`config.mk`:
```
export PLATFORM = sky130hd
export DESIGN_NAME = tpu_cfg_bridge
export DESIGN_NICKNAME = d
export VERILOG_FILES = /design/src/rtl/tpu_bridge_pkg.sv /design/src/rtl/tpu_cfg_regfile.sv /design/src/rtl/tpu_cfg_bridge.sv
export SDC_FILE = /design/constraint.sdc
export NUM_CORES = 1
export LEC_CHECK = 0
export ABC_AREA = 1
export ABC_CLOCK_PERIOD_IN_PS = 3400
export CORE_AREA = 2 2 155 157
export DETAILED_ROUTE_END_ITERATION = 7
export DIE_AREA = 0 0 157 159
export SKIP_LAST_GASP = 1
export SYNTH_ARGS = -nofsm -noshare
export SYNTH_HDL_FRONTEND = slang
export SYNTH_SLANG_ARGS = --single-unit
```
`constraint.sdc`:
```
create_clock -name clk -period 3.4 [get_ports clk]
set_clock_uncertainty 0.2 [all_clocks]
set_input_delay 0.68 -clock clk [delete_from_list [all_inputs] [get_ports clk]]
set_output_delay 0.68 -clock clk [all_outputs]
set_load 0.005 [all_outputs]
```
`src/rtl/tpu_bridge_pkg.sv`:
```
// Shared types and constants for the UART-to-MLP configuration bridge.
package tpu_bridge_pkg;

    typedef enum logic [1:0] {
        B_IDLE   = 2'd0,
        B_COMMIT = 2'd1,
        B_LAUNCH = 2'd2,
        B_RUN    = 2'd3
    } bridge_state_e;

    localparam logic [2:0] CFG_ADDR_GAIN      = 3'd0;
    localparam logic [2:0] CFG_ADDR_BIAS      = 3'd1;
    localparam logic [2:0] CFG_ADDR_SHIFT     = 3'd2;
    localparam logic [2:0] CFG_ADDR_INV_SCALE = 3'd3;
    localparam logic [2:0] CFG_ADDR_ZP        = 3'd4;

    localparam logic signed [15:0] GAIN_1Q8      = 16'sd256;
    localparam logic signed [31:0] BIAS_ZERO     = 32'sd0;
    localparam logic        [4:0]  SHIFT_Q8      = 5'd8;
    localparam logic signed [15:0] INV_SCALE_1Q8 = 16'sd256;
    localparam logic signed [7:0]  ZP_ZERO       = 8'sd0;

    typedef struct packed {
        logic signed [15:0] gain;
        logic signed [31:0] bias;
        logic        [4:0]  shift;
        logic signed [15:0] inv_scale;
        logic signed [7:0]  zero_point;
    } norm_cfg_t;

    localparam norm_cfg_t CFG_RESET = '{
        gain:       GAIN_1Q8,
        bias:       BIAS_ZERO,
        shift:      SHIFT_Q8,
        inv_scale:  INV_SCALE_1Q8,
        zero_point: ZP_ZERO
    };

    // Addresses 5-7 leave the register set untouched; fields keep only their low bits.
    function automatic norm_cfg_t cfg_write(input norm_cfg_t cur, input logic [2:0] addr,
                                            input logic [31:0] data);
        norm_cfg_t nxt;
        nxt = cur;
        case (addr)
            CFG_ADDR_GAIN:      nxt.gain       = data[15:0];
            CFG_ADDR_BIAS:      nxt.bias       = data;
            CFG_ADDR_SHIFT:     nxt.shift      = data[4:0];
            CFG_ADDR_INV_SCALE: nxt.inv_scale  = data[15:0];
            CFG_ADDR_ZP:        nxt.zero_point = data[7:0];
            default:            nxt            = cur;
        endcase
        return nxt;
    endfunction

endpackage

```
`src/rtl/tpu_cfg_regfile.sv`:
```
// Shadow/active normalisation config: writes land in shadow, commit copies shadow to active.
module tpu_cfg_regfile
    import tpu_bridge_pkg::*;
(
    input  logic        clk,
    input  logic        rst_n,
    input  logic        wr_en,
    input  logic [2:0]  wr_addr,
    input  logic [31:0] wr_data,
    input  logic        commit,
    output norm_cfg_t   active_cfg
);

    norm_cfg_t shadow_q, shadow_d;
    norm_cfg_t active_q, active_d;

    always_comb begin
        shadow_d = wr_en ? cfg_write(shadow_q, wr_addr, wr_data) : shadow_q;
        active_d = commit ? shadow_q : active_q;
    end

    // NOTE: non-blocking (<=) in clocked blocks so every flop samples pre-edge values.
    always_ff @(posedge clk or negedge rst_n) begin
        if (!rst_n) begin
            shadow_q <= CFG_RESET;
            active_q <= CFG_RESET;
        end else begin
            shadow_q <= shadow_d;
            active_q <= active_d;
        end
    end

    assign active_cfg = active_q;

endmodule

```
`src/rtl/tpu_cfg_bridge.sv`:
```
// Bridge between UART controller and mlp_top: traffic pass-through, config commit,
// start sequencing, run watch, acc0 capture and sticky protocol errors.
module tpu_cfg_bridge
    import tpu_bridge_pkg::*;
#(
    parameter int NUM_COLS   = 2,
    parameter int WF_W       = 8,
    parameter int ACT_W      = 16,
    parameter int ACC_W      = 32,
    parameter int STATE_W    = 4,
    parameter int CNT_W      = 5,
    parameter int IDLE_STATE = 0,
    parameter int LAUNCH_TO  = 16
) (
    input  logic                clk,
    input  logic                rst_n,
    input  logic [NUM_COLS-1:0] ctrl_wf_push,
    input  logic [WF_W-1:0]     ctrl_wf_data_in,
    input  logic                ctrl_wf_reset,
    input  logic                ctrl_init_act_valid,
    input  logic [ACT_W-1:0]    ctrl_init_act_data,
    input  logic                ctrl_start_mlp,
    input  logic                ctrl_weights_ready,
    input  logic                cfg_wr_en,
    input  logic [2:0]          cfg_addr,
    input  logic [31:0]         cfg_wr_data,
    input  logic                cfg_commit,
    input  logic                err_clr,
    output logic [NUM_COLS-1:0] mlp_wf_push,
    output logic [WF_W-1:0]     mlp_wf_data_in,
    output logic                mlp_wf_reset,
    output logic                mlp_init_act_valid,
    output logic [ACT_W-1:0]    mlp_init_act_data,
    output logic                mlp_start_mlp,
    output logic                mlp_weights_ready,
    output logic signed [15:0]  mlp_norm_gain,
    output logic signed [31:0]  mlp_norm_bias,
    output logic        [4:0]   mlp_norm_shift,
    output logic signed [15:0]  mlp_q_inv_scale,
    output logic signed [7:0]   mlp_q_zero_point,
    input  logic [STATE_W-1:0]  mlp_state_in,
    input  logic [CNT_W-1:0]    mlp_cycle_cnt_in,
    input  logic [ACC_W-1:0]    mlp_acc0_in,
    output logic [STATE_W-1:0]  mlp_state,
    output logic [CNT_W-1:0]    mlp_cycle_cnt,
    output logic [ACC_W-1:0]    mlp_acc0,
    output logic                run_done,
    output logic                busy,
    output logic                commit_pend,
    output logic                err_wf,
    output logic                err_drop,
    output logic                err_timeout
);

    localparam int                 TMR_W    = $clog2(LAUNCH_TO + 1);
    localparam logic [STATE_W-1:0] IDLE_ENC = STATE_W'(IDLE_STATE);
    localparam logic [TMR_W-1:0]   TMR_LAST = TMR_W'(LAUNCH_TO - 1);

    bridge_state_e    state_q, state_d;
    logic             start_pend_q, start_pend_d;
    logic             commit_pend_q, commit_pend_d;
    logic             seen_busy_q, seen_busy_d;
    logic             launch_q, launch_d;
    logic             run_done_q, run_done_d;
    logic             err_wf_q, err_wf_d;
    logic             err_drop_q, err_drop_d;
    logic             err_timeout_q, err_timeout_d;
    logic [TMR_W-1:0] timer_q, timer_d;
    logic [ACC_W-1:0] acc0_q, acc0_d;

    logic      mlp_idle, push_mask, start_eff, commit_eff;
    norm_cfg_t active_cfg;

    assign mlp_idle   = (mlp_state_in == IDLE_ENC);
    assign push_mask  = (state_q == B_LAUNCH) || (state_q == B_RUN);
    assign start_eff  = start_pend_q | ctrl_start_mlp;
    assign commit_eff = commit_pend_q | cfg_commit;

    always_comb begin
        // NOTE: every _d gets a default first so no path leaves it unassigned (no latch).
        state_d       = state_q;
        start_pend_d  = start_eff;
        commit_pend_d = commit_eff;
        seen_busy_d   = seen_busy_q;
        launch_d      = 1'b0;
        run_done_d    = 1'b0;
        timer_d       = timer_q;
        acc0_d        = acc0_q;
        err_wf_d      = (err_wf_q & ~err_clr) | (push_mask & (|ctrl_wf_push));
        err_drop_d    = (err_drop_q & ~err_clr)
                      | (ctrl_start_mlp & start_pend_q & (state_q != B_LAUNCH));
        err_timeout_d = err_timeout_q & ~err_clr;

        case (state_q)
            B_IDLE: begin
                if (mlp_idle && (commit_eff || start_eff)) begin
                    if (commit_eff) begin
                        state_d = B_COMMIT;
                    end else begin
                        state_d  = B_LAUNCH;
                        launch_d = 1'b1;
                    end
                end
            end
            B_COMMIT: begin
                commit_pend_d = cfg_commit;
                if (start_eff) begin
                    state_d  = B_LAUNCH;
                    launch_d = 1'b1;
                end else begin
                    state_d = B_IDLE;
                end
            end
            B_LAUNCH: begin
                // A start arriving alongside the launch is a fresh request, not a drop.
                start_pend_d = ctrl_start_mlp;
                timer_d      = '0;
                seen_busy_d  = 1'b0;
                state_d      = B_RUN;
            end
            B_RUN: begin
                seen_busy_d = seen_busy_q | ~mlp_idle;
                if (seen_busy_q && mlp_idle) begin
                    acc0_d     = mlp_acc0_in;
                    run_done_d = 1'b1;
                    state_d    = B_IDLE;
                end else if (!seen_busy_q && mlp_idle && (timer_q == TMR_LAST)) begin
                    err_timeout_d = 1'b1;
                    state_d       = B_IDLE;
                end else if (!seen_busy_q) begin
                    timer_d = timer_q + TMR_W'(1);
                end
            end
            default: state_d = B_IDLE;
        endcase
    end

    always_ff @(posedge clk or negedge rst_n) begin
        if (!rst_n) begin
            state_q       <= B_IDLE;
            start_pend_q  <= 1'b0;
            commit_pend_q <= 1'b0;
            seen_busy_q   <= 1'b0;
            launch_q      <= 1'b0;
            run_done_q    <= 1'b0;
            timer_q       <= '0;
            acc0_q        <= '0;
            err_wf_q      <= 1'b0;
            err_drop_q    <= 1'b0;
            err_timeout_q <= 1'b0;
        end else begin
            state_q       <= state_d;
            start_pend_q  <= start_pend_d;
            commit_pend_q <= commit_pend_d;
            seen_busy_q   <= seen_busy_d;
            launch_q      <= launch_d;
            run_done_q    <= run_done_d;
            timer_q       <= timer_d;
            acc0_q        <= acc0_d;
            err_wf_q      <= err_wf_d;
            err_drop_q    <= err_drop_d;
            err_timeout_q <= err_timeout_d;
        end
    end

    tpu_cfg_regfile u_regfile (
        .clk        (clk),
        .rst_n      (rst_n),
        .wr_en      (cfg_wr_en),
        .wr_addr    (cfg_addr),
        .wr_data    (cfg_wr_data),
        .commit     (state_q == B_COMMIT),
        .active_cfg (active_cfg)
    );

    assign mlp_wf_push        = push_mask ? '0 : ctrl_wf_push;
    assign mlp_wf_data_in     = ctrl_wf_data_in;
    assign mlp_wf_reset       = ctrl_wf_reset;
    assign mlp_init_act_valid = ctrl_init_act_valid;
    assign mlp_init_act_data  = ctrl_init_act_data;
    assign mlp_weights_ready  = ctrl_weights_ready;
    assign mlp_start_mlp      = launch_q;

    assign mlp_norm_gain    = active_cfg.gain;
    assign mlp_norm_bias    = active_cfg.bias;
    assign mlp_norm_shift   = active_cfg.shift;
    assign mlp_q_inv_scale  = active_cfg.inv_scale;
    assign mlp_q_zero_point = active_cfg.zero_point;

    assign mlp_state     = mlp_state_in;
    assign mlp_cycle_cnt = mlp_cycle_cnt_in;
    assign mlp_acc0      = acc0_q;
    assign run_done      = run_done_q;
    assign busy          = (state_q != B_IDLE);
    assign commit_pend   = commit_pend_q;
    assign err_wf        = err_wf_q;
    assign err_drop      = err_drop_q;
    assign err_timeout   = err_timeout_q;

endmodule
```
==> impl_table.tex, run 1 <==
\begin{tabular}{lr}
\hline
Metric & Value \\
\hline
\multicolumn{2}{l}{\textbf{Worst setup path}} \\
Standard cell with the maximum stage delay on the critical path & sky130\_fd\_sc\_hd\_\_dfrtp\_1 \\
Length in cells of the worst reg-to-reg path & 5 \\
Kind of critical path & reg2out \\
Critical path endpoint category & output port \\
Capture point of the worst reg-to-reg path & u\_regfile.active\_cfg[72]\$\_DFFE\_PN0N\_ \\
Worst path max stage delay & a little under 0.6 ns \\
Crit path arrival time & 1.83 ns \\
Critical-path maximum fanout & 11 \\
Reg-to-reg setup timing slack & around 1.4 ns \\
Critical path, cell by cell & nor2\_1 -> inv\_1 -> clkdlybuf4s50\_1 \\
Critical path capture point & busy \\
Crit Reg-Reg Startpoint & state\_q[1]\$\_DFFE\_PN0P\_ \\
Crit. Startpoint & state\_q[1]\$\_DFFE\_PN0P\_ \\
Worst path required time & approximately 2.5 ns \\
CP startpoint kind & flip-flop \\
\multicolumn{2}{l}{\textbf{Detailed routing}} \\
Number of DRC markers in iteration 0 & 304 \\
Vias & $\sim$6,100 \\
Detailed-route vias per instance & roughly 4.4 \\
Number of nets still failing antenna checks after routing & 0 \\
DRC violation count after routing & 0 \\
Post-Route WL & roughly 19 mm \\
Routed length per placed instance & 14.1 um \\
Pre-Repair DR Iteration Count & 6 \\
\multicolumn{2}{l}{\textbf{Synth}} \\
Cell Area, Synth & roughly 8000 um2 \\
Cell variety after synth & 23 \\
Share of the yosys chip area belonging to registers & 63.0\% \\
Warning count from the yosys run & 0 \\
Post-synthesis net count & a little under 1,000 \\
Post-synthesis cell count & $\sim$870 \\
Average size of a mapped cell & $\sim$9.2 um2 \\
Post-synthesis sequential element count & approximately 200 \\
\multicolumn{2}{l}{\textbf{STA}} \\
Slew HR & 54.9\% \\
RSZ-0062 raised after global routing & no \\
Number of hold-slack violations in the final timing report & 0 \\
Setup TNS & 0 ns \\
Ratio of final minimum period to clock period & approximately 80\% \\
Final worst-path setup slack & $\sim$0.69 ns \\
Worst Hold Slack & 0.263 ns \\
Time the final worst path needs with I/O delays and setup & about 2.7 ns \\
Number of max-slew violations in the final report & 0 \\
Final-report setup violation count & 0 \\
Maximum achievable frequency & 369 MHz \\
Worst-margin pin slew & 0.676 ns \\
\multicolumn{2}{l}{\textbf{Die}} \\
Chip Width & around 160 um \\
Die Area & roughly 25,000 um2 \\
Number of top-level design ports & roughly 270 \\
Core region area & between 20,000 and 25,000 um2 \\
Die height & around 160 um \\
Initial cell density of the core & between 30\% and 40\% \\
Row count & 56 \\
\multicolumn{2}{l}{\textbf{Cells and area}} \\
Share of layout cells above drive strength 1 & roughly 5.9\% \\
NumNets Final & 1,149 \\
Synth-to-Final Area Change & 35.5\% \\
ANT cells & 0 \\
Core occupancy in the finished layout & 46.7\% \\
\multicolumn{2}{l}{\textbf{Pwr}} \\
Peak VDD IR & around 0.4 mV \\
Static leakage power & $\sim$5.3 nW \\
PwrDens & 808 nW/um2 \\
\multicolumn{2}{l}{\textbf{Job}} \\
MaxCap Viol Count & 0 \\
\multicolumn{2}{l}{\textbf{Global route}} \\
GRT Util Overall & $\sim$15\% \\
Initial antenna violation count & 0 \\
Largest net degree at the start of global routing & 65 \\
Remaining Overflow, GRT & 0 \\
Global-route wire length before repair & $\sim$31 mm \\
Vias in the first global route & $\sim$6,000 \\
\multicolumn{2}{l}{\textbf{Hold path}} \\
Class of the tightest hold or removal check & reg2reg \\
\multicolumn{2}{l}{\textbf{CTS}} \\
TritonCTS clock tree & built \\
Post-CTS Hold Buffers & 1 \\
Root buffer cell & sky130\_fd\_sc\_hd\_\_clkbuf\_16 \\
Number of buffers created by CTS & 23 \\
Clock transition at the registers of the reported paths & 0.06 ns \\
Number of post-CTS setup repair buffers & 0 \\
Number of gates given a new drive strength after cts & 0 \\
Clock network latency to the later pin of the worst-skew pair & around 0.51 ns \\
Count of clock tree sinks & about 200 \\
Clock Tree Buf Depth & 3 \\
Count of H-tree levels built during CTS & 1 \\
\multicolumn{2}{l}{\textbf{Placement}} \\
HPWL reported at the end of detailed placement & 12.6 mm \\
Minimum setup slack after placement & 0.742 ns \\
Placer congestion estimate & between 0.7 and 0.8 \\
Buffers on Ports & 200 \\
\multicolumn{2}{l}{\textbf{Status}} \\
Status & complete, no violations \\
\hline
\end{tabular}
==> cells in the final DEF (no fill, tap or decap), types with 2 or more instances in the layout <==
| cell type | Yosys | routed |
|---|---|---|
| sky130_fd_sc_hd__nand3_1 | 13 | 13 |
| sky130_fd_sc_hd__inv_1 | 50 | 50 |
| sky130_fd_sc_hd__dfstp_2 | 6 | 6 |
| sky130_fd_sc_hd__ha_1 | 2 | 2 |
| sky130_fd_sc_hd__clkbuf_1 | 16 | 7 |
| sky130_fd_sc_hd__a21oi_1 | 16 | 16 |
| sky130_fd_sc_hd__clkbuf_8 | 0 | 5 |
| sky130_fd_sc_hd__o21ai_1 | 10 | 10 |
| sky130_fd_sc_hd__clkbuf_16 | 0 | 23 |
| sky130_fd_sc_hd__nor2_4 | 2 | 2 |
| sky130_fd_sc_hd__clkinv_2 | 0 | 4 |
| sky130_fd_sc_hd__nor2_1 | 35 | 35 |
| sky130_fd_sc_hd__nand2_1 | 353 | 353 |
| sky130_fd_sc_hd__buf_12 | 0 | 2 |
| sky130_fd_sc_hd__inv_2 | 2 | 2 |
| sky130_fd_sc_hd__clkdlybuf4s50_1 | 0 | 199 |
| sky130_fd_sc_hd__bufinv_16 | 0 | 2 |
| sky130_fd_sc_hd__buf_4 | 37 | 11 |
| sky130_fd_sc_hd__nand3b_1 | 2 | 2 |
| sky130_fd_sc_hd__dfrtp_1 | 195 | 195 |
| sky130_fd_sc_hd__o21ai_0 | 105 | 105 |
==> worst min-delay path by stage <==
stage	start	end	depth (start not counted)
detailed placement	u_regfile.shadow_q[16]$_DFFE_PN1P_	u_regfile.active_cfg[16]$_DFFE_PN1N_	2
CTS	u_regfile.shadow_q[16]$_DFFE_PN1P_	u_regfile.active_cfg[16]$_DFFE_PN1N_	2
global placement	u_regfile.shadow_q[16]$_DFFE_PN1P_	u_regfile.active_cfg[16]$_DFFE_PN1N_	2
global route	u_regfile.active_cfg[69]$_DFFE_PN1N_	u_regfile.active_cfg[69]$_DFFE_PN1N_	2
finish	u_regfile.shadow_q[16]$_DFFE_PN1P_	u_regfile.active_cfg[16]$_DFFE_PN1N_	2
floorplan	rst_n	commit_pend$_DFF_PN0_	0
==> cells in the mapped netlist, drive strengths merged <==
cell	instances	area share [%]
o211ai	1	0.094
inv	52	2.4
a21oi	16	1.0
nand3b	2	0.19
a21o	1	0.094
o21bai	2	0.33
buf	60	5.1
ha	2	0.31
dfstp	6	2.0
nand3	14	0.94
nand2	353	17
clkbuf	16	0.75
nor2	38	2.0
dfrtp	195	61
o21ai	115	7.2
==> critical path, delay by kind of cell (launching register included) <==
family / cells / cell delay (ns)
buf+inv: 2 / 0.57
flops: 1 / 0.59
simple gates: 1 / 0.15
==> through the flow <==
stage                     power (mW)  area, um2  instances
after floorplan                 4.77       8000        873
after global placement          6.32      10100       1329
after detailed placement        6.37      10100       1329
after CTS                       8.90      10800       1372
after global routing            9.36      10800       1372
final                           8.75      10800       1372
==> layer usage <==
layer	global-route usage (%)	share of wire, %	up-vias
li1	-	-	3019
met1	21.4	46	2873
met2	24.5	46	179
met3	3.51	6.5	32
met4	3.21	1.6	0
met5	0	0	-
==> sequential cells by signal, summed over array words and instances (netlist names), 2 cells and up <==
signal / count
u_regfile.shadow_q: 77
timer_q: 5
u_regfile.active_cfg: 77
state_q: 2
mlp_acc0: 32
==> kinds of logic after synthesis <==
family / synth area share [%]
AOI/OAI and AO/OA: 8.72
and+or+nand+nor: 19.7
adders and majority gates: 0.313
buffers and inverters: 8.26
DFF: 63.0
==> final cells by class <==
class                      instances  area (um2)
clock inverter                     8         108
inverter                          52         195
sequential                       201        5040
fill                            2273       12400
multi-input combinational        544        2300
clock buffer                      34         657
tap                              319         399
timing repair buffer             214        2140
==> power by group <==
group / internal (mW) / switching [mW] / leakage, nW / total [mW]
Clock: 1.50 / 0.976 / 0.374 / 2.47
Sequential: 3.16 / 0.429 / 2.51 / 3.59
Combinational: 1.43 / 1.26 / 2.40 / 2.68
No activity file was read; power rests on OpenSTA's default activity.
==> run 2, diff against run 1 <==
--- a/config.mk
+++ b/config.mk
@@ -6,7 +6,7 @@
 export NUM_CORES = 1
 export LEC_CHECK = 0
 export ABC_AREA = 1
-export ABC_CLOCK_PERIOD_IN_PS = 3400
+export ABC_CLOCK_PERIOD_IN_PS = 2700
 export CORE_AREA = 2 2 155 157
 export DETAILED_ROUTE_END_ITERATION = 7
 export DIE_AREA = 0 0 157 159
==> constraint.sdc (replaced) <==
create_clock -name clk -period 2.7 [get_ports clk]
set_clock_uncertainty 0.2 [all_clocks]
set_input_delay 0.54 -clock clk [delete_from_list [all_inputs] [get_ports clk]]
set_output_delay 0.54 -clock clk [all_outputs]
set_load 0.005 [all_outputs]
==> impl_table.tex, run 2 (same netlist as run 1, synthesis figures left out) <==
\begin{tabular}{lr}
\hline
Metric & Value \\
\hline
\multicolumn{2}{l}{\textbf{Status}} \\
Status & complete, no violations \\
\multicolumn{2}{l}{\textbf{Worst setup path}} \\
Critical path endpoint category & output port \\
Reg-to-reg setup timing slack & roughly 0.66 ns \\
Worst path bufs/invs & 2 \\
Critical path, cell by cell & nor2\_1 -> inv\_1 -> clkdlybuf4s50\_1 \\
Standard cell with the maximum stage delay on the critical path & sky130\_fd\_sc\_hd\_\_dfrtp\_1 \\
Worst path max stage delay & between 0.5 and 0.6 ns \\
CP startpoint kind & flip-flop \\
Critical-path maximum fanout & 11 \\
Kind of critical path & reg2out \\
Length in cells of the worst reg-to-reg path & 6 \\
Worst path required time & 1.96 ns \\
Crit path arrival time & roughly 1.8 ns \\
Crit Reg-Reg Startpoint & state\_q[1]\$\_DFFE\_PN0P\_ \\
Capture point of the worst reg-to-reg path & state\_q[1]\$\_DFFE\_PN0P\_ \\
Delay-heaviest family, CP & flip-flops \\
\multicolumn{2}{l}{\textbf{Job}} \\
MaxCap Viol Count & 0 \\
\multicolumn{2}{l}{\textbf{CTS}} \\
Post-CTS Hold Buffers & 1 \\
Root buffer cell & sky130\_fd\_sc\_hd\_\_clkbuf\_16 \\
Count of clock tree sinks & between 200 and 250 \\
TritonCTS clock tree & built \\
Number of post-CTS setup repair buffers & 0 \\
Number of gates given a new drive strength after cts & 0 \\
Number of buffers created by CTS & 22 \\
Count of H-tree levels built during CTS & 1 \\
Clock transition at the registers of the reported paths & 0.06 ns \\
Clock Tree Buf Depth & 3 \\
Clock network latency to the later pin of the worst-skew pair & between 0.4 and 0.5 ns \\
\multicolumn{2}{l}{\textbf{Hold path}} \\
Terminating pin of the worst hold path & u\_regfile.active\_cfg[27]\$\_DFFE\_PN1N\_ \\
Worst Hold Launch & u\_regfile.active\_cfg[27]\$\_DFFE\_PN1N\_ \\
Class of the tightest hold or removal check & reg2reg \\
Instance count along the most critical hold path & 2 \\
\multicolumn{2}{l}{\textbf{Detailed routing}} \\
DRC violation count after routing & 0 \\
Pre-Repair DR Iteration Count & 4 \\
Number of nets still failing antenna checks after routing & 0 \\
Detailed-route vias per instance & 4.48 \\
Vias & between 6,000 and 7,000 \\
Post-Route WL & between 15 and 20 mm \\
Routed length per placed instance & 14.3 um \\
Number of DRC markers in iteration 0 & roughly 330 \\
\multicolumn{2}{l}{\textbf{Placement}} \\
HPWL reported at the end of detailed placement & roughly 13 mm \\
Minimum setup slack after placement & 0.326 ns \\
Buffers on Ports & 200 \\
Placer congestion estimate & between 0.7 and 0.8 \\
\multicolumn{2}{l}{\textbf{Cells and area}} \\
Synth-to-Final Area Change & 35.7\% \\
ANT cells & 0 \\
Share of layout cells above drive strength 1 & 5.89\% \\
Most common library cell in the layout ignoring fill and taps & sky130\_fd\_sc\_hd\_\_nand2\_1 \\
Core occupancy in the finished layout & 46.8\% \\
Area of combinational cells with multiple inputs & approximately 2300 um2 \\
NumNets Final & 1,150 \\
Area occupied by registers & approximately 5000 um2 \\
Fill cell count & roughly 2,200 \\
Leading cell types in the layout, fill and taps excluded & sky130\_fd\_sc\_hd\_\_nand2\_1, sky130\_fd\_sc\_hd\_\_clkdlybuf4s50\_1, sky130\_fd\_sc\_hd\_\_dfrtp\_1, sky130\_fd\_sc\_hd\_\_o21ai\_0, sky130\_fd\_sc\_hd\_\_inv\_1 \\
\multicolumn{2}{l}{\textbf{STA}} \\
Setup TNS & 0 ns \\
Maximum achievable frequency & roughly 400 MHz \\
RSZ-0062 raised after global routing & no \\
Worst Hold Slack & 0.268 ns \\
Final worst-path setup slack & roughly 0.18 ns \\
Worst-margin pin slew & about 0.73 ns \\
Number of max-slew violations in the final report & 0 \\
Time the final worst path needs with I/O delays and setup & between 2 and 3 ns \\
Number of hold-slack violations in the final timing report & 0 \\
Ratio of final minimum period to clock period & $\sim$93\% \\
Final-report setup violation count & 0 \\
Slew HR & between 50\% and 60\% \\
\multicolumn{2}{l}{\textbf{Pwr}} \\
PwrDens & 1000 nW/um2 \\
Peak VDD IR & between 0.4 and 0.5 mV \\
Static leakage power & approximately 5.3 nW \\
\multicolumn{2}{l}{\textbf{Global route}} \\
Largest net degree at the start of global routing & between 60 and 70 \\
Vias in the first global route & slightly above 6,000 \\
Remaining Overflow, GRT & 0 \\
Global-route wire length before repair & around 32 mm \\
Initial antenna violation count & 0 \\
GRT Util Overall & between 10\% and 20\% \\
\multicolumn{2}{l}{\textbf{Die}} \\
Chip Width & 157 um \\
Die height & roughly 160 um \\
Initial cell density of the core & 34.5\% \\
Die Area & $\sim$25,000 um2 \\
Number of top-level design ports & 265 \\
Core region area & roughly 23,000 um2 \\
Row count & 56 \\
\hline
\end{tabular}
-- run 2: changes by cell type in the layout (fill, tap and decap cells not counted) --
cell	change
sky130_fd_sc_hd__buf_4	-2
sky130_fd_sc_hd__buf_12	+4
sky130_fd_sc_hd__clkinvlp_4	-1
sky130_fd_sc_hd__bufinv_16	-1
sky130_fd_sc_hd__clkinv_4	+1
sky130_fd_sc_hd__inv_16	-1
-- run 2: per-stage QoR --
step	instances	total power [mW]	area (um2)
finish	1372	10.9	10800
floorplan	873	6.00	8000
detailed placement	1331	8.07	10100
global placement	1331	8.02	10100
CTS	1372	11.1	10800
global route	1372	11.7	10800
-- run 2: power breakdown --
group          internal (mW)  leakage, nW  switching [mW]
clock network           1.77        0.354            1.17
registers               3.98         2.51           0.535
logic                   1.84         2.43            1.61
total                   7.59         5.30            3.31
-- run 2: worst max path at each step --
stage | cells past startpoint | from | slack (ns) | endpoint
6_report | 3 | state_q[1]$_DFFE_PN0P_ | 0.18 | busy
3_5_place_dp | 4 | ctrl_wf_push[0] | 0.33 | mlp_wf_push[0]
2_1_floorplan | 9 | timer_q[0]$_DFFE_PN0P_ | 1.09 | timer_q[3]$_DFFE_PN0P_
4_1_cts | 3 | state_q[1]$_DFFE_PN0P_ | 0.15 | busy
5_1_grt | 3 | state_q[1]$_DFFE_PN0P_ | 0.08 | busy
3_3_place_gp | 4 | ctrl_wf_push[0] | 0.32 | mlp_wf_push[0]
-- run 2: per-layer routing --
| layer | wire, um | track usage [%] | up-vias |
|---|---|---|---|
| met5 | 0 | 0 | - |
| met4 | 448 | 4.38 | 0 |
| met3 | 1210 | 3.21 | 49 |
| met2 | 8830 | 25.4 | 185 |
| met1 | 9060 | 21.0 | 2892 |
| li1 | - | - | 3022 |
-- run 2: cell type report --
class                           count  share of cell area [%]
Tap cell                          319                    3.68
Inverter                           52                    1.80
Clock inverter                      6                   0.542
Sequential cell                   201                    46.4
Clock buffer                       34                    6.06
Multi-Input combinational cell    544                    21.2
Timing Repair Buffer              216                    20.3
-- run 2: tightest hold or removal path, delay by kind of cell, from the launching register on --
family | cells | cell delay [ns]
flip-flops | 1 | 0.37
AND/OR/NAND/NOR | 2 | 0.10
==> run 3, diff against run 2 <==
--- a/config.mk
+++ b/config.mk
@@ -8,6 +8,7 @@
 export ABC_AREA = 1
 export ABC_CLOCK_PERIOD_IN_PS = 2700
 export CORE_AREA = 2 2 155 157
+export CTS_CLUSTER_DIAMETER = 40
 export DETAILED_ROUTE_END_ITERATION = 7
 export DIE_AREA = 0 0 157 159
 export SKIP_LAST_GASP = 1
==> impl_table.tex, run 3 (same netlist as run 1, synthesis figures left out) <==
\begin{tabular}{lr}
\hline
Metric & Value \\
\hline
\multicolumn{2}{l}{\textbf{Hold path}} \\
Terminating pin of the worst hold path & u\_regfile.active\_cfg[8]\$\_DFFE\_PN0N\_ \\
Class of the tightest hold or removal check & reg2reg \\
Worst Hold Launch & u\_regfile.active\_cfg[8]\$\_DFFE\_PN0N\_ \\
Instance count along the most critical hold path & 2 \\
\multicolumn{2}{l}{\textbf{Detailed routing}} \\
Detailed-route vias per instance & between 4 and 5 \\
Vias & approximately 6,200 \\
Number of DRC markers in iteration 0 & between 300 and 400 \\
Pre-Repair DR Iteration Count & 4 \\
Routed length per placed instance & between 10 and 15 um \\
Number of nets still failing antenna checks after routing & 0 \\
DRC violation count after routing & 0 \\
Post-Route WL & 19.6 mm \\
\multicolumn{2}{l}{\textbf{Die}} \\
Die Area & about 25,000 um2 \\
Core region area & 23,200 um2 \\
Row count & 56 \\
Initial cell density of the core & between 30\% and 40\% \\
Number of top-level design ports & around 270 \\
Chip Width & between 150 and 200 um \\
Die height & 159 um \\
\multicolumn{2}{l}{\textbf{Pwr}} \\
Overall power consumption & 11.9 mW \\
Design internal power & 8.36 mW \\
Sequential share of power & approximately 38\% \\
Clock share of power & between 30\% and 40\% \\
Peak VDD IR & approximately 0.56 mV \\
PwrDens & around 1100 nW/um2 \\
Switching pwr & 3.53 mW \\
Share of total power consumed by net switching & between 20\% and 30\% \\
Static leakage power & 5.44 nW \\
Proportion of power drawn by combinational gates & between 20\% and 30\% \\
\multicolumn{2}{l}{\textbf{Global route}} \\
Global-route wire length before repair & approximately 32 mm \\
Vias in the first global route & 6,229 \\
Remaining Overflow, GRT & 0 \\
GRT Util Overall & between 10\% and 20\% \\
Initial antenna violation count & 0 \\
Largest net degree at the start of global routing & 65 \\
\multicolumn{2}{l}{\textbf{Placement}} \\
Buffers on Ports & 200 \\
Minimum setup slack after placement & roughly 0.33 ns \\
Placed instance count & about 1,300 \\
HPWL reported at the end of detailed placement & between 10 and 15 mm \\
Placer congestion estimate & roughly 0.75 \\
\multicolumn{2}{l}{\textbf{Worst setup path}} \\
Critical path endpoint category & output port \\
Kind of critical path & reg2out \\
Critical-path maximum fanout & 11 \\
Length in cells of the worst reg-to-reg path & 6 \\
Crit Reg-Reg Startpoint & state\_q[1]\$\_DFFE\_PN0P\_ \\
CP startpoint kind & flip-flop \\
Worst path required time & about 2.0 ns \\
Crit path arrival time & roughly 1.8 ns \\
Capture point of the worst reg-to-reg path & state\_q[1]\$\_DFFE\_PN0P\_ \\
Reg-to-reg setup timing slack & between 0.6 and 0.7 ns \\
\multicolumn{2}{l}{\textbf{STA}} \\
Setup TNS & 0 ns \\
Worst-margin pin slew & 0.722 ns \\
Number of hold-slack violations in the final timing report & 0 \\
Maximum achievable frequency & a little under 400 MHz \\
Slew HR & around half \\
Final-report setup violation count & 0 \\
Ratio of final minimum period to clock period & between 90\% and 100\% \\
Final worst-path setup slack & about 0.17 ns \\
Time the final worst path needs with I/O delays and setup & roughly 2.5 ns \\
Number of max-slew violations in the final report & 0 \\
RSZ-0062 raised after global routing & no \\
Worst Hold Slack & 0.266 ns \\
\multicolumn{2}{l}{\textbf{Cells and area}} \\
Area occupied by registers & about 5000 um2 \\
Fill cell count & roughly 2,200 \\
Area of combinational cells with multiple inputs & 2300 um2 \\
ANT cells & 0 \\
NumNets Final & around 1,200 \\
Share of layout cells above drive strength 1 & under 10\% \\
Synth-to-Final Area Change & 39.7\% \\
Non-filler instance count after layout & around 1,400 \\
Most common library cell in the layout ignoring fill and taps & sky130\_fd\_sc\_hd\_\_nand2\_1 \\
Leading cell types in the layout, fill and taps excluded & sky130\_fd\_sc\_hd\_\_nand2\_1, sky130\_fd\_sc\_hd\_\_clkdlybuf4s50\_1, sky130\_fd\_sc\_hd\_\_dfrtp\_1, sky130\_fd\_sc\_hd\_\_o21ai\_0, sky130\_fd\_sc\_hd\_\_inv\_1 \\
\multicolumn{2}{l}{\textbf{CTS}} \\
Number of buffers created by CTS & 30 \\
Root buffer cell & sky130\_fd\_sc\_hd\_\_clkbuf\_16 \\
TritonCTS clock tree & built \\
Clock network latency to the later pin of the worst-skew pair & about 0.53 ns \\
Count of H-tree levels built during CTS & 1 \\
Clock transition at the registers of the reported paths & around 0.050 ns \\
Count of clock tree sinks & about 200 \\
Clock Tree Buf Depth & 3 \\
Number of gates given a new drive strength after cts & 0 \\
\multicolumn{2}{l}{\textbf{Status}} \\
Status & complete, no violations \\
\multicolumn{2}{l}{\textbf{Job}} \\
MaxCap Viol Count & 0 \\
\hline
\end{tabular}
[run 3: cell count changes in the layout (fill, tap and decap cells not counted)]
cell                         delta
sky130_fd_sc_hd__clkbuf_1       -4
sky130_fd_sc_hd__inv_6          +4
sky130_fd_sc_hd__bufinv_16      +3
sky130_fd_sc_hd__clkinv_4       +1
sky130_fd_sc_hd__clkbuf_16      +8
sky130_fd_sc_hd__clkinvlp_4     +4
sky130_fd_sc_hd__clkbuf_8       -2
[run 3: power groups by stage]
stage	Clock [mW]	Combinational, mW	Sequential [mW]
CTS	4.02	3.53	4.53
detailed placement	0	3.51	4.56
floorplan	0	1.48	4.52
finish	3.93	3.44	4.52
global route	4.17	3.89	4.65
global placement	0	3.46	4.55
[run 3: worst max-delay path: stages, from the launching register on]
cell	delay [ns]
sky130_fd_sc_hd__dfrtp_1	0.58
sky130_fd_sc_hd__nor2_1	0.14
sky130_fd_sc_hd__inv_1	0.07
sky130_fd_sc_hd__clkdlybuf4s50_1	0.49
[run 3: layout make-up]
type / count / share of cell area [%]
clock buffers: 36 / 7.29
clock inverters: 18 / 1.99
inverters: 52 / 1.75
multi-input cells: 544 / 20.6
flip-flops and latches: 201 / 45.1
well taps: 319 / 3.57
repair buffers: 216 / 19.7
[run 3: worst max-delay path by stage]
| stage | from | to | slack (ns) |
|---|---|---|---|
| after floorplan | timer_q[0]$_DFFE_PN0P_ | timer_q[3]$_DFFE_PN0P_ | 1.09 |
| after global placement | ctrl_wf_push[0] | mlp_wf_push[0] | 0.32 |
| after detailed placement | ctrl_wf_push[0] | mlp_wf_push[0] | 0.33 |
| after CTS | state_q[1]$_DFFE_PN0P_ | busy | 0.13 |
| after global routing | state_q[1]$_DFFE_PN0P_ | busy | 0.04 |
| final | state_q[1]$_DFFE_PN0P_ | busy | 0.17 |
[run 3: repair_timing]
item / CTS / global route
hold endpoints to repair: 51 / 0
hold buffers: 1 / 0
setup buffers: 0 / 0
[run 3: stage by stage]
stage	util, %	cell area [um2]
4_1_cts	48.2	11200
3_5_place_dp	43.6	10100
6_report	48.2	11200
2_1_floorplan	-	8000
5_1_grt	48.2	11200
3_3_place_gp	43.6	10100
[run 3: routing by layer]
metal	GRT usage [%]	share of wire [%]	up-vias
met2	25.7	46	196
met4	3.71	2.0	0
li1	-	-	3047
met5	0	0	-
met3	3.73	6.2	37
met1	21.0	46	2959
